[src/rtl/led_blinker_multi.sv]
// Multi-channel LED driver: one shared prescaler tick, per-channel off/on/blink/pattern modes.
// Every output comes from a flop, so no input reaches LED or TICK combinationally.
//   mode | meaning
//   0    | off: LED logically 0
//   1    | on: LED logically 1
//   2    | blink: LED follows phase, which toggles every tick
//   3    | pattern: LED shows PATTERN bit idx, and idx advances every tick
module led_blinker_multi #(
  parameter int                  TICK_DIV  = 5000000,
  parameter int                  CHANNELS  = 2,
  parameter int                  PATTERN_W = 8,
  parameter logic [CHANNELS-1:0] INVERT    = '0
) (
  input  logic                            CLK,
  input  logic                            RESET,
  input  logic                            EN,
  input  logic                            SYNC,
  input  logic [2*CHANNELS-1:0]           MODE,
  input  logic [PATTERN_W*CHANNELS-1:0]   PATTERN,
  output logic [CHANNELS-1:0]             LED,
  output logic                            TICK
);

  localparam int CNT_W = (TICK_DIV > 1) ? $clog2(TICK_DIV) : 1;
  localparam int IDX_W = $clog2(PATTERN_W);
  localparam logic [CNT_W-1:0] CNT_MAX = CNT_W'(TICK_DIV - 1);
  localparam logic [IDX_W-1:0] IDX_MAX = IDX_W'(PATTERN_W - 1);

  localparam logic [1:0] MODE_OFF   = 2'd0;
  localparam logic [1:0] MODE_ON    = 2'd1;
  localparam logic [1:0] MODE_BLINK = 2'd2;

  logic [CNT_W-1:0]               cnt_q, cnt_d;
  logic                           tick_q, tick_d;
  logic                           tick_i;
  logic [CHANNELS-1:0]            phase_q, phase_d;
  logic [CHANNELS-1:0][IDX_W-1:0] idx_q, idx_d;
  logic [2*CHANNELS-1:0]          mode_q, mode_d;
  logic [CHANNELS-1:0]            led_q, led_d;

  logic [1:0]                     ch_mode;
  logic [PATTERN_W-1:0]           ch_pat;
  logic                           ch_lvl;

  always_comb begin
    tick_i = EN && (cnt_q == CNT_MAX);
    cnt_d  = cnt_q;
    if (SYNC || tick_i) begin
      cnt_d = '0;
    end else if (EN) begin
      cnt_d = cnt_q + CNT_W'(1);
    end
    // A sync restart suppresses the tick that would otherwise land on the same edge.
    tick_d = tick_i && !SYNC;
    mode_d = MODE;
  end

  always_comb begin
    phase_d = phase_q;
    idx_d   = idx_q;
    led_d   = '0;
    ch_mode = MODE_OFF;
    ch_pat  = '0;
    ch_lvl  = 1'b0;
    for (int i = 0; i < CHANNELS; i++) begin
      ch_mode = MODE[2*i +: 2];
      ch_pat  = PATTERN[PATTERN_W*i +: PATTERN_W];
      if (SYNC || (ch_mode != mode_q[2*i +: 2])) begin
        phase_d[i] = 1'b0;
        idx_d[i]   = '0;
      end else if (tick_i) begin
        phase_d[i] = ~phase_q[i];
        idx_d[i]   = (idx_q[i] == IDX_MAX) ? '0 : idx_q[i] + IDX_W'(1);
      end
      case (ch_mode)
        MODE_OFF:   ch_lvl = 1'b0;
        MODE_ON:    ch_lvl = 1'b1;
        MODE_BLINK: ch_lvl = phase_d[i];
        default:    ch_lvl = ch_pat[idx_d[i]];
      endcase
      led_d[i] = ch_lvl ^ INVERT[i];
    end
  end

  always_ff @(posedge CLK) begin
    if (RESET) begin
      cnt_q   <= '0;
      tick_q  <= 1'b0;
      phase_q <= '0;
      idx_q   <= '0;
      mode_q  <= '0;
      led_q   <= INVERT;
    end else begin
      cnt_q   <= cnt_d;
      tick_q  <= tick_d;
      phase_q <= phase_d;
      idx_q   <= idx_d;
      mode_q  <= mode_d;
      led_q   <= led_d;
    end
  end

  assign LED  = led_q;
  assign TICK = tick_q;

endmodule

[config.mk]
export PLATFORM = sky130hd
export DESIGN_NAME = led_blinker_multi
export DESIGN_NICKNAME = d
export VERILOG_FILES = /design/src/rtl/led_blinker_multi.sv
export SDC_FILE = /design/constraint.sdc
export NUM_CORES = 1
export LEC_CHECK = 0
export ABC_AREA = 1
export CAP_MARGIN = 25
export CORE_MARGIN = 2
export CORE_UTILIZATION = 55
export DETAILED_ROUTE_END_ITERATION = 16
export PLACE_DENSITY = 0.79
export SYNTH_ARGS = -nofsm -noshare
export SYNTH_HDL_FRONTEND = slang
export SYNTH_SLANG_ARGS = --single-unit
[constraint.sdc]
create_clock -name CLK -period 2.6 [get_ports CLK]
set_input_delay 0.65 -clock CLK [delete_from_list [all_inputs] [get_ports CLK]]
set_output_delay 0.65 -clock CLK [all_outputs]
set_load 0.01 [all_outputs]
# Word level (Yosys, flattened, before mapping)
# Index checks and enable logic that the tools add are counted.
# W data, S select, Z words.
totals:
  reg_bits: 38
  out_inout_bits: 3
  in_bits: 24
op_classes:
  n_reduce_logical: 9
  n_addsub: 3
  mux: 16
  bitwise_logic: 2
  magnitude_cmp: 2
  n_eq_ne: 9
ops:
  columns: ["op", "n"]
  rows:
  - ["$add A23 B1 Y23 const B", 1]
  - ["$eq A23 B23 Y1 const B", 1]
  - ["$mux W3", 6]
  - ["$lt A3 B4 Y1 const B", 2]
  - ["$add A3 B1 Y3 const B", 2]
  - ["$bmux W1 S3", 2]
  - ["$eq A3 B3 Y1 const B", 2]
  - ["$mux W1", 6]
  - ["$pmux W1 S3", 2]
  - ["$eq A2 B1 Y1 const B", 2]
  - ["$eq A2 B2 Y1 const B", 2]
  - ["$logic_not A2 Y1", 2]
  - ["$ne A2 B2 Y1", 2]
  - ["$logic_or A1 B1 Y1", 3]
  - ["$logic_and A1 B1 Y1", 2]
  - ["$not A1 Y1", 2]
  - ["$reduce_or A2 Y1", 1]
  - ["$logic_not A1 Y1", 1]

# Logic depth before layout (Yosys ltp)
depth:
  ltp_word: 7
  mapped_depth: 15
  mapped_depth_nobuf: 15

# Worst setup path after synthesis
# No wires, ideal clock.
synth_path:
  path_type: "input-to-reg"
  startpoint: "in EN"
  endpoint: "reg led_q[0] (netlist: LED[0])"
  cell_stages: 12
  slack_ns: 0.806
  path_buffers: 0
  arrival_time_ns: 1.685
  t_required_ns: 2.491
  cell_sequence: "nand2_1 -> nor2_2 -> nand2_1 -> nor2_4 -> nand2_4 -> inv_2 -> or2_0 -> o211ai_1 -> nand3_1 -> nand3_1 -> nand2_1 -> inv_1"
synth_between:
  elab_chain_len: 6
synth_rtl:
  columns: ["element", "line", "text"]
  rows:
  - ["from (decl)", "16", "input logic EN,"]
  - ["$logic_and A1 B1 Y1 (*)", "46", "tick_i = EN && (cnt_q == CNT_MAX);"]
  - ["$mux W3", "71", "end else if (tick_i) begin"]
  - ["$mux W3", "68", "if (SYNC || (ch_mode != mode_q[2*i +: 2])) begin"]
  - ["$bmux W1 S3", "79", "default: ch_lvl = ch_pat[idx_d[i]];"]
  - ["$mux W1 (not written as such)", "79", null]
  - ["$pmux W1 S3 (*)", "75", "case (ch_mode)"]
  - ["to (signal assigned)", "99", "led_q <= led_d;"]
  - ["to (decl)", "39", "logic [CHANNELS-1:0] led_q, led_d;"]
# Every way passes the cells marked *; elsewhere a longest branch is shown, timed or not. The select of a mux whose other input is x is not followed.
# A chain may end at the register's enable or synchronous reset.

# Worst setup path after layout
# Ends and elaborated chain as after synthesis.

==> summary.md <==
| Metric | Value |
|---|---|
| Antenna viol nets, final | 0 |
| RSZ-0062 raised after global routing | false |
| Vias per cell | 5.15 |
| Final HPWL DP | 3250 um |
| Final period util | 83.3% |
| Slew Limit Fails | 0 |
| Ys async rst share | 0% |
| Drt total wl | 4260 um |
| FP Rows | 22 |
| Setup ws final | 434 ps |
| Peak fanout along the critical path | 5 |
| FF/Latch Area | 761 sq um |
| H-tree levels | 2 |
| Worst vdd ir | 354 uV |
| Top FF cell, synth | dfxtp_1 |
| Setup violations, final | 0 |
| Worst Tran Pin Value | 365 ps |
| # fillers | 310 |
| Root buffer cell | clkbuf_8 |
| Post CTS Setup Buffer Count | 0 |
| Initial antenna violation count | 0 |
| Routed wire per std cell | 11.4 um |
| Synthesis-stage register bit count | 38 |
| DRC | 0 |
| Final hold vios | 0 |
| Gr usage total | 22.2% |
| Clock Path Buffers | 2 |
| Static Leak | 1.03 nW |
| Detailed Routing Iterations Pass 1 | 4 |
| Cell taking the most area after synthesis | dfxtp_1 |
| Clk sink count | 38 |
| Mean Syn Cell Area | 7.19 sq um |
| Mapped Cells | 292 |
| Vias in the first global route | 1,739 |
| Worst skew pair latency | 290 ps |
| Post-cts sizing count | 0 |
| Vias | 1,933 |
| Cell Pwr Density | 436 nW/um^2 |
| Max Clock Skew | 6.42 ps |
| Die ar. | 4330 sq um |
| Max cap viols | 0 |
| WS Path Type | in2reg |
| CP arrival | 2360 ps |
| Area grow syn2layout | 20.5% |
| Setup TNS | 0 ps |
| CTS tree | built |
| Die height | 65.8 um |
| Effective utilization at floorplan | 57.4% |
| Area contributors post-synth | dfxtp_1 (36%), inv_1 (8.0%), nand2_1 (7.7%) |
| Fmax | 462 MHz |
| Final nets | 355 |
| N_diodes | 0 |
| Post-synth top area share | 36.2% |
| Outcome | finished, final reports clean |
| Register area share after synthesis | 36.2% |
| Multi-input logic area | 1150 sq um |
| Clk slew on worst S/H paths | 70 ps |
| EDFF count, synth | 0 |
| Die width | 65.8 um |
| Synth warnings | 0 |
| Share of layout cells above drive strength 1 | 10.7% |
| Mapped Nets | 321 |
| Mapped Area | 2100 sq um |
| HP Class | reg2reg |
| Inserted Clock Buffers | 5 |
| # IOs | 27 |
| CP Launch Type | input port |
| Number of library cell types mapped by synthesis | 34 |
| Crit path capture type | flip-flop |
| Max_slew headroom | 75.6% |
| Total gr overflow | 0 |
| Core ar. | 3660 sq um |
| Pin count of the biggest net entering global routing | 16 |
| Critical Path RT | 2800 ps |
| Routability cong. | 0.854 |
| Port bufs | 26 |
| Iter 0 DRT Violations | 108 |
| Hold_buf cts | 0 |
| Pre-CTS WS | 112 ps |
| Final Util | 69.2% |
| First-pass GRT wire length | 7490 um |
| Minimum clock period | 2170 ps |
metrics by stage:
step	power [mW]	cell area, sq um	hold slack (ps)	instances
floorplan	0.647	2100	457	292
global placement	0.701	2440	473	367
detailed placement	0.701	2440	488	367
CTS	1.12	2530	499	375
global route	1.16	2530	521	375
finish	1.11	2530	492	375
layer usage:
layer  wire length, um  up-vias  GRT usage [%]
li1                  -     1028              -
met1              2010      865           28.3
met2              2030       36           36.5
met3               188        4           5.62
met4                29        0           7.03
met5                 0        -              0
report_power, final:
part | switching (mW) | leakage [nW] | total (mW) | internal [mW]
combinational | 0.0451 | 0.676 | 0.0971 | 0.0520
clock | 0.204 | 0.0482 | 0.418 | 0.214
sequential | 0.00265 | 0.308 | 0.590 | 0.588
total | 0.252 | 1.03 | 1.11 | 0.854
path summary, 6_finish.rpt:
check	from	to	slack, ps	cells after the start
worst min register to register	cnt_q[1]$_SDFFE_PP0P_	cnt_q[1]$_SDFFE_PP0P_	490	2
worst max-delay path	EN	LED[0]$_SDFF_PP0_	430	14
worst min-delay path	cnt_q[1]$_SDFFE_PP0P_	cnt_q[1]$_SDFFE_PP0P_	490	2
worst max register to register	cnt_q[0]$_SDFFE_PP0P_	LED[0]$_SDFF_PP0_	650	14
state kept, by name, summed over array words and instances (netlist names):
name     count
cnt_q       23
idx_q        6
mode_q       4
LED          2
phase_q      2
TICK         1
synthesized netlist by cell type (2+ instances only):
cell,number
a21oi_1,10
a31oi_1,2
buf_2,2
clkbuf_1,2
dfxtp_1,38
ha_1,5
inv_1,45
inv_2,2
nand2_1,43
nand2_2,2
nand2_4,2
nand3_1,22
nand3_2,4
nand3b_1,3
nand4_1,17
nor2_1,40
nor2_2,4
nor3_1,11
nor3_4,2
nor4_1,2
o21a_1,4
o21ai_0,5
or2_2,3
xnor2_1,2
xor2_1,11
critical path: stages:
cell and delay, ps:
clkdlybuf4s50_1 480, nand2_1 70, nor2_2 110, nand2_1 90, nor2_4 190, nand3_1 210
nand3_2 180, nand2_1 60, nand3_1 60, nand2_1 60, nand2_1 50, nand3_1 60
nand2_1 60, inv_1 30
cells in the final DEF, fill, tap and decap left out, types with 4 or more instances in the layout:
cell and instances:
a21oi_1 10, buf_4 5, clkbuf_8 6, clkdlybuf4s50_1 26
dfxtp_1 38, ha_1 5, inv_1 45, nand2_1 43
nand3_1 22, nand3_2 4, nand4_1 17, nor2_1 40
nor2_2 4, nor3_1 11, o21a_1 4, o21ai_0 5
xor2_1 11
cell families (layout without fill, tap and decap cells):
| group | count (synthesis) | count (layout) | synth area share, % |
|---|---|---|---|
| AOI/OAI and AO/OA | 25 | 25 | 7.21 |
| xor gates and xnor gates | 13 | 13 | 5.42 |
| adders and majority gates | 5 | 5 | 2.98 |
| buffers and inverters | 51 | 86 | 9.23 |
| DFF | 38 | 38 | 36.2 |
| and+or+nand+nor | 160 | 160 | 39.0 |
final cells by class:
cell class	count	share of cell area, %
multi-input cells	203	45.3
repair buffers	31	11.8
inverters	47	6.97
clock inverters	1	0.198
well taps	48	2.37
clock buffers	7	3.41
flip-flops and latches	38	30.0
No activity file was read; power rests on OpenSTA's default activity.
